File: config.mk
export PLATFORM = sky130hd
export DESIGN_NAME = mips_multicycle_ctrl
export DESIGN_NICKNAME = d
export VERILOG_FILES = /design/src/rtl/mips_pkg.sv /design/src/rtl/mc_ctrl_outputs.sv /design/src/rtl/mips_multicycle_ctrl.sv
export SDC_FILE = /design/constraint.sdc
export NUM_CORES = 1
export LEC_CHECK = 0
export CAP_MARGIN = 20
export CORE_MARGIN = 5
export CORE_UTILIZATION = 47
export DETAILED_ROUTE_END_ITERATION = 12
export GPL_ROUTABILITY_DRIVEN = 0
export PLACE_DENSITY = 0.81
export SYNTH_ARGS = -nofsm -noshare
export SYNTH_HDL_FRONTEND = slang
export SYNTH_SLANG_ARGS = --single-unit
File: constraint.sdc
create_clock -name clk -period 2.3 [get_ports clk]
set_input_delay 0.46 -clock clk [delete_from_list [all_inputs] [get_ports clk]]
set_output_delay 0.46 -clock clk [all_outputs]
set_load 0.02 [all_outputs]
File: src/rtl/mips_pkg.sv
// Shared encodings for the multicycle MIPS control path: opcodes, FSM states
// and the datapath mux / ALU select codes driven by the controller.
package mips_pkg;

  localparam logic [5:0] OP_RTYPE = 6'b000000;
  localparam logic [5:0] OP_LW    = 6'b100011;
  localparam logic [5:0] OP_SW    = 6'b101011;
  localparam logic [5:0] OP_BEQ   = 6'b000100;
  localparam logic [5:0] OP_ADDI  = 6'b001000;
  localparam logic [5:0] OP_J     = 6'b000010;

  typedef enum logic [3:0] {
    S_FETCH    = 4'd0,
    S_DECODE   = 4'd1,
    S_MEMADR   = 4'd2,
    S_MEMREAD  = 4'd3,
    S_MEMWB    = 4'd4,
    S_MEMWRITE = 4'd5,
    S_EXECUTE  = 4'd6,
    S_ALUWB    = 4'd7,
    S_BRANCH   = 4'd8,
    S_ADDIEXEC = 4'd9,
    S_ADDIWB   = 4'd10,
    S_JUMP     = 4'd11
  } state_t;

  localparam logic [1:0] ALU_SRC_B_REG    = 2'b00;
  localparam logic [1:0] ALU_SRC_B_FOUR   = 2'b01;
  localparam logic [1:0] ALU_SRC_B_IMM    = 2'b10;
  localparam logic [1:0] ALU_SRC_B_IMM_SH = 2'b11;

  localparam logic [1:0] PC_SRC_ALU    = 2'b00;
  localparam logic [1:0] PC_SRC_ALUOUT = 2'b01;
  localparam logic [1:0] PC_SRC_JUMP   = 2'b10;

  localparam logic [1:0] ALUOP_ADD   = 2'b00;
  localparam logic [1:0] ALUOP_SUB   = 2'b01;
  localparam logic [1:0] ALUOP_FUNCT = 2'b10;

  function automatic logic is_legal_op(input logic [5:0] op);
    return (op == OP_RTYPE) || (op == OP_LW) || (op == OP_SW) ||
           (op == OP_BEQ) || (op == OP_ADDI) || (op == OP_J);
  endfunction

endpackage

File: src/rtl/mc_ctrl_outputs.sv
// Combinational decode of FSM state (plus mem_ready / zero) into the
// datapath control strobes and mux selects.
module mc_ctrl_outputs
  import mips_pkg::*;
(
  input  state_t     state_i,
  input  logic       mem_ready_i,
  input  logic       zero_i,
  output logic       iord_o,
  output logic       mem_write_o,
  output logic       ir_write_o,
  output logic       reg_dst_o,
  output logic       mem_to_reg_o,
  output logic       reg_write_o,
  output logic       alu_src_a_o,
  output logic [1:0] alu_src_b_o,
  output logic [1:0] alu_op_o,
  output logic [1:0] pc_src_o,
  output logic       pc_en_o,
  output logic       instr_done_o
);

  logic pc_write;
  logic branch;

  always_comb begin
    iord_o       = 1'b0;
    mem_write_o  = 1'b0;
    ir_write_o   = 1'b0;
    reg_dst_o    = 1'b0;
    mem_to_reg_o = 1'b0;
    reg_write_o  = 1'b0;
    alu_src_a_o  = 1'b0;
    alu_src_b_o  = ALU_SRC_B_REG;
    alu_op_o     = ALUOP_ADD;
    pc_src_o     = PC_SRC_ALU;
    instr_done_o = 1'b0;
    pc_write     = 1'b0;
    branch       = 1'b0;
    case (state_i)
      S_FETCH: begin
        alu_src_b_o = ALU_SRC_B_FOUR;
        ir_write_o  = mem_ready_i;
        pc_write    = mem_ready_i;
      end
      S_DECODE:   alu_src_b_o = ALU_SRC_B_IMM_SH;
      S_MEMADR: begin
        alu_src_a_o = 1'b1;
        alu_src_b_o = ALU_SRC_B_IMM;
      end
      S_MEMREAD:  iord_o = 1'b1;
      S_MEMWB: begin
        mem_to_reg_o = 1'b1;
        reg_write_o  = 1'b1;
        instr_done_o = 1'b1;
      end
      // Write strobe stays up through every stall cycle; only the accepted cycle retires.
      S_MEMWRITE: begin
        iord_o       = 1'b1;
        mem_write_o  = 1'b1;
        instr_done_o = mem_ready_i;
      end
      S_EXECUTE: begin
        alu_src_a_o = 1'b1;
        alu_op_o    = ALUOP_FUNCT;
      end
      S_ALUWB: begin
        reg_dst_o    = 1'b1;
        reg_write_o  = 1'b1;
        instr_done_o = 1'b1;
      end
      S_BRANCH: begin
        alu_src_a_o  = 1'b1;
        alu_op_o     = ALUOP_SUB;
        pc_src_o     = PC_SRC_ALUOUT;
        branch       = 1'b1;
        instr_done_o = 1'b1;
      end
      S_ADDIEXEC: begin
        alu_src_a_o = 1'b1;
        alu_src_b_o = ALU_SRC_B_IMM;
      end
      S_ADDIWB: begin
        reg_write_o  = 1'b1;
        instr_done_o = 1'b1;
      end
      S_JUMP: begin
        pc_src_o     = PC_SRC_JUMP;
        pc_write     = 1'b1;
        instr_done_o = 1'b1;
      end
      default: ;
    endcase
    pc_en_o = pc_write | (branch & zero_i);
  end

endmodule

File: src/rtl/mips_multicycle_ctrl.sv
// Multicycle MIPS control FSM: sequences each instruction through shared
// memory/ALU/regfile states and counts retired instructions.
module mips_multicycle_ctrl
  import mips_pkg::*;
#(
  parameter int CNT_W = 32
) (
  input  logic             clk,
  input  logic             rst,
  input  logic [5:0]       opcode,
  input  logic             zero,
  input  logic             mem_ready,
  output logic             iord,
  output logic             mem_write,
  output logic             ir_write,
  output logic             reg_dst,
  output logic             mem_to_reg,
  output logic             reg_write,
  output logic             alu_src_a,
  output logic [1:0]       alu_src_b,
  output logic [1:0]       alu_op,
  output logic [1:0]       pc_src,
  output logic             pc_en,
  output logic             illegal_op,
  output logic             instr_done,
  output logic [CNT_W-1:0] instr_count,
  output logic [3:0]       state_dbg
);

  state_t           state_q, state_d;
  logic [CNT_W-1:0] count_q;

  always_comb begin
    state_d = S_FETCH;
    case (state_q)
      S_FETCH:    state_d = mem_ready ? S_DECODE : S_FETCH;
      S_DECODE: begin
        case (opcode)
          OP_LW, OP_SW: state_d = S_MEMADR;
          OP_RTYPE:     state_d = S_EXECUTE;
          OP_BEQ:       state_d = S_BRANCH;
          OP_ADDI:      state_d = S_ADDIEXEC;
          OP_J:         state_d = S_JUMP;
          default:      state_d = S_FETCH;
        endcase
      end
      S_MEMADR:   state_d = (opcode == OP_SW) ? S_MEMWRITE : S_MEMREAD;
      S_MEMREAD:  state_d = mem_ready ? S_MEMWB : S_MEMREAD;
      S_MEMWRITE: state_d = mem_ready ? S_FETCH : S_MEMWRITE;
      S_EXECUTE:  state_d = S_ALUWB;
      S_ADDIEXEC: state_d = S_ADDIWB;
      default:    state_d = S_FETCH;
    endcase
  end

  always_ff @(posedge clk or posedge rst) begin
    if (rst) begin
      state_q <= S_FETCH;
      count_q <= '0;
    end else begin
      state_q <= state_d;
      if (instr_done) count_q <= count_q + {{(CNT_W-1){1'b0}}, 1'b1};
    end
  end

  mc_ctrl_outputs u_outputs (
    .state_i      (state_q),
    .mem_ready_i  (mem_ready),
    .zero_i       (zero),
    .iord_o       (iord),
    .mem_write_o  (mem_write),
    .ir_write_o   (ir_write),
    .reg_dst_o    (reg_dst),
    .mem_to_reg_o (mem_to_reg),
    .reg_write_o  (reg_write),
    .alu_src_a_o  (alu_src_a),
    .alu_src_b_o  (alu_src_b),
    .alu_op_o     (alu_op),
    .pc_src_o     (pc_src),
    .pc_en_o      (pc_en),
    .instr_done_o (instr_done)
  );

  assign illegal_op  = (state_q == S_DECODE) && !is_legal_op(opcode);
  assign instr_count = count_q;
  assign state_dbg   = state_q;

endmodule

==> results.tsv <==
metric	value	unit
root buffer cell	clkbuf_8	
Hold Path Origin	instr_count[31]	
Initial Util	0.4937	
Cell variety after synth	43	
Post-Syn Area	0.002003	mm²
CTS clk-pin slew, worst paths	0.07	ns
Crit-path slowest cell	clkdlybuf4s50_1	
sum of negative setup slack	0	ns
post-route ant nets	0	
worst r2r path cells	5	
critical path type	in2reg	
worst-case clock buffer depth	2	
H-tree Lvls	2	
Layout Skew	0.006885	ns
post-layout min period	2.289	ns
Internal Power	0.001343	W
type of origin of the critical path	input port	
total of max-cap violations	0	
critical path required time	2.46	ns
hold path cells	1	
first-pass GRT wire length	8618	µm
hold_buf cts	0	
FMAX	436.8	MHz
crit share post-route	0.9953	
count leader, synth	dfrtp_1	
cell taking the most area after synthesis	dfrtp_1	
syn avg cell area	9.494	µm²
Psw	0.0007081	W
detailed-route vias per instance	5.348	
Area Overhead vs Synth	48.66	%
LEAKAGE	1.410	nW
Starting DRT DRC Count	124	
placed cell area	0.002814	mm²
Reg2Reg Capture Point	instr_count[28]	
die area	0.005668	mm²
crit path DAT	2.45	ns
R2R Setup Slk	0.36	ns
synth cell count leaders	dfrtp_1 (36), xnor2_1 (19), nor2_1 (18), nand2_1 (15), xor2_1 (15)	
total power draw	0.002051	W
Filler cells	299	
total CTS buffers	5	
HPWL Detailed	3861	µm
Sw Ratio	0.3452	
Cells after Synth	211	
status	finished clean	
fin nets	311	
VDD IR max	0.5201	mV
RSZ-0062 raised after global routing	true	
vias post-DR	1877	
I/O pin count	62	
ys async rst share	1.000	
hold path endpoint	instr_count[31]	
reg2reg start	instr_count[4]	
Seq/Total Area, Yosys	0.4497	
largest net degree at the start of global routing	37	
initial antenna violation count	0	
CP Capture Type	flip-flop	
register area	902.1	µm²
worst skew pair latency	0.28	ns
Final Max Tran Viols	0	
crit-path cells	clkdlybuf4s50_1 -> o21ai_0 -> o21ai_0 -> nor4_1 -> buf_4 -> buf_4 -> buf_4 -> buf_4 -> buf_4 -> buf_4 -> buf_4 -> buf_4 -> nor2_1 -> nor3_2	
part of the power in registers	0.360	
Comb power frac	0.381	
chip width	75.29	µm
TritonCTS clock tree	done	
Post-Route WL	5248	µm
Sinks on Clock Net	36	
most used cell, CP	buf_4	
flops & latches, synth	36	
final setup vio count	0	
final instance area	0.002978	mm²
layout cells sized above 1	0.1761	
top-area cell type share of the netlist area	0.4497	
Wirelength per Cell	14.95	µm
gr usage total	0.1980	
P per Cell Area	688.8	mW/mm²
number of remaining DRC errors	0	
Die H	75.29	µm
Net Count, Synth	222	
Post-synth EDFFs	0	
Hold Path Class	reg2reg	
ant diodes	0	
Slew @ Worst Pin	0.5067	ns
top_reg_cell synth	dfrtp_1	
CP bufs+invs	9	
Top delay family on crit path	buffers and inverters	
gr ovfl total	0	
max incr delay on CP	0.55	ns
warning count from the yosys run	0	
Core Region	0.004058	mm²
Port-buffer cells	61	
Synth area leaders	dfrtp_1 (45%), xnor2_1 (8.3%), xor2_1 (6.6%)	
vias in the first global route	1858	
drt pass-1 iters	4	
CP Max Fanout	5	
clock share of power	0.259	
Multi-input gate area	0.001045	mm²
row count	23	
Slew HR	0.6613	
Final Hold Viols	0	
==> metal layers <==
layer  GRT usage  vias to the layer above  wire [µm]
li1            -                      919          -
met1      0.2727                      899       2342
met4     0.04660                        0         39
met3     0.04406                        6        309
met2      0.3193                       53       2556
met5           0                        -          0
==> flip-flops by register name, indices dropped and copies added, names as in the netlist <==
register and count:
instr_count 32, state_dbg 4
==> kinds of logic after synthesis <==
group	count (synthesis)	share of synthesized area
buf+inv	19	0.03810
fa+ha+maj	1	0.006245
flops	36	0.4497
simple gates	96	0.2711
mux	2	0.01062
compound gates	23	0.07558
xor+xnor	34	0.1487
==> what timing repair did <==
action	in CTS	in global routing
gates resized for setup	18	6
pin swaps	1	1
setup buffers	7	0
endpoints found under the setup margin	14	5
==> cell type report <==
| cell class | instances | area share |
|---|---|---|
| inverters | 9 | 0.01134 |
| flip-flops and latches | 36 | 0.3029 |
| well taps | 50 | 0.02101 |
| repair buffers | 92 | 0.2777 |
| clock inverters | 2 | 0.01176 |
| multi-input cells | 156 | 0.3508 |
| clock buffers | 6 | 0.02437 |
==> worst max path at each step <==
stage                     cells after the start           end         start  slack (ns)
final                                        14  state_dbg[3]     opcode[1]        0.01
after floorplan                               5         pc_en  state_dbg[3]        0.06
after detailed placement                      6    illegal_op     opcode[3]       -0.36
after CTS                                     3     pc_src[0]  state_dbg[1]        0.03
after global routing                         14  state_dbg[3]     opcode[1]       -0.05
after global placement                        6    illegal_op     opcode[3]       -0.26
==> power groups by stage <==
stage          registers [W]  clock network (W)  logic [W]
6_report            0.000739           0.000531   0.000781
5_1_grt             0.000748           0.000581   0.000841
4_1_cts             0.000736           0.000545   0.000774
3_5_place_dp        0.000748                  0   0.000803
3_3_place_gp        0.000745                  0   0.000797
2_1_floorplan       0.000805                  0   0.000358
==> cell usage in the layout (no fill, tap or decap), drive strengths merged, types with 2 or more instances in the layout <==
| cell | count |
|---|---|
| and3 | 4 |
| dlygate4sd2 | 13 |
| nor3 | 14 |
| dfrtp | 36 |
| nand4 | 11 |
| nor2b | 2 |
| clkbuf | 6 |
| and2 | 2 |
| xor2 | 15 |
| xnor2 | 19 |
| or3 | 2 |
| nor4 | 9 |
| a31oi | 2 |
| nand2 | 15 |
| nor2 | 18 |
| clkdlybuf4s50 | 45 |
| nand3 | 11 |
| dlymetal6s2s | 2 |
| a21oi | 4 |
| o21ai | 7 |
| buf | 32 |
| o21a | 2 |
| nand2b | 5 |
| inv | 9 |
==> through the flow <==
stage,worst slack (ns),hold WS (ns),std cells,util
finish,0.01079,0.4700,351,0.7339
global route,-0.04547,0.5029,351,0.7339
CTS,0.02875,0.4788,351,0.7290
detailed placement,-0.3569,0.4674,336,0.6935
global placement,-0.2622,0.4557,336,0.6935
floorplan,0.06206,0.5777,211,-
No activity file was read; power rests on OpenSTA's default activity.
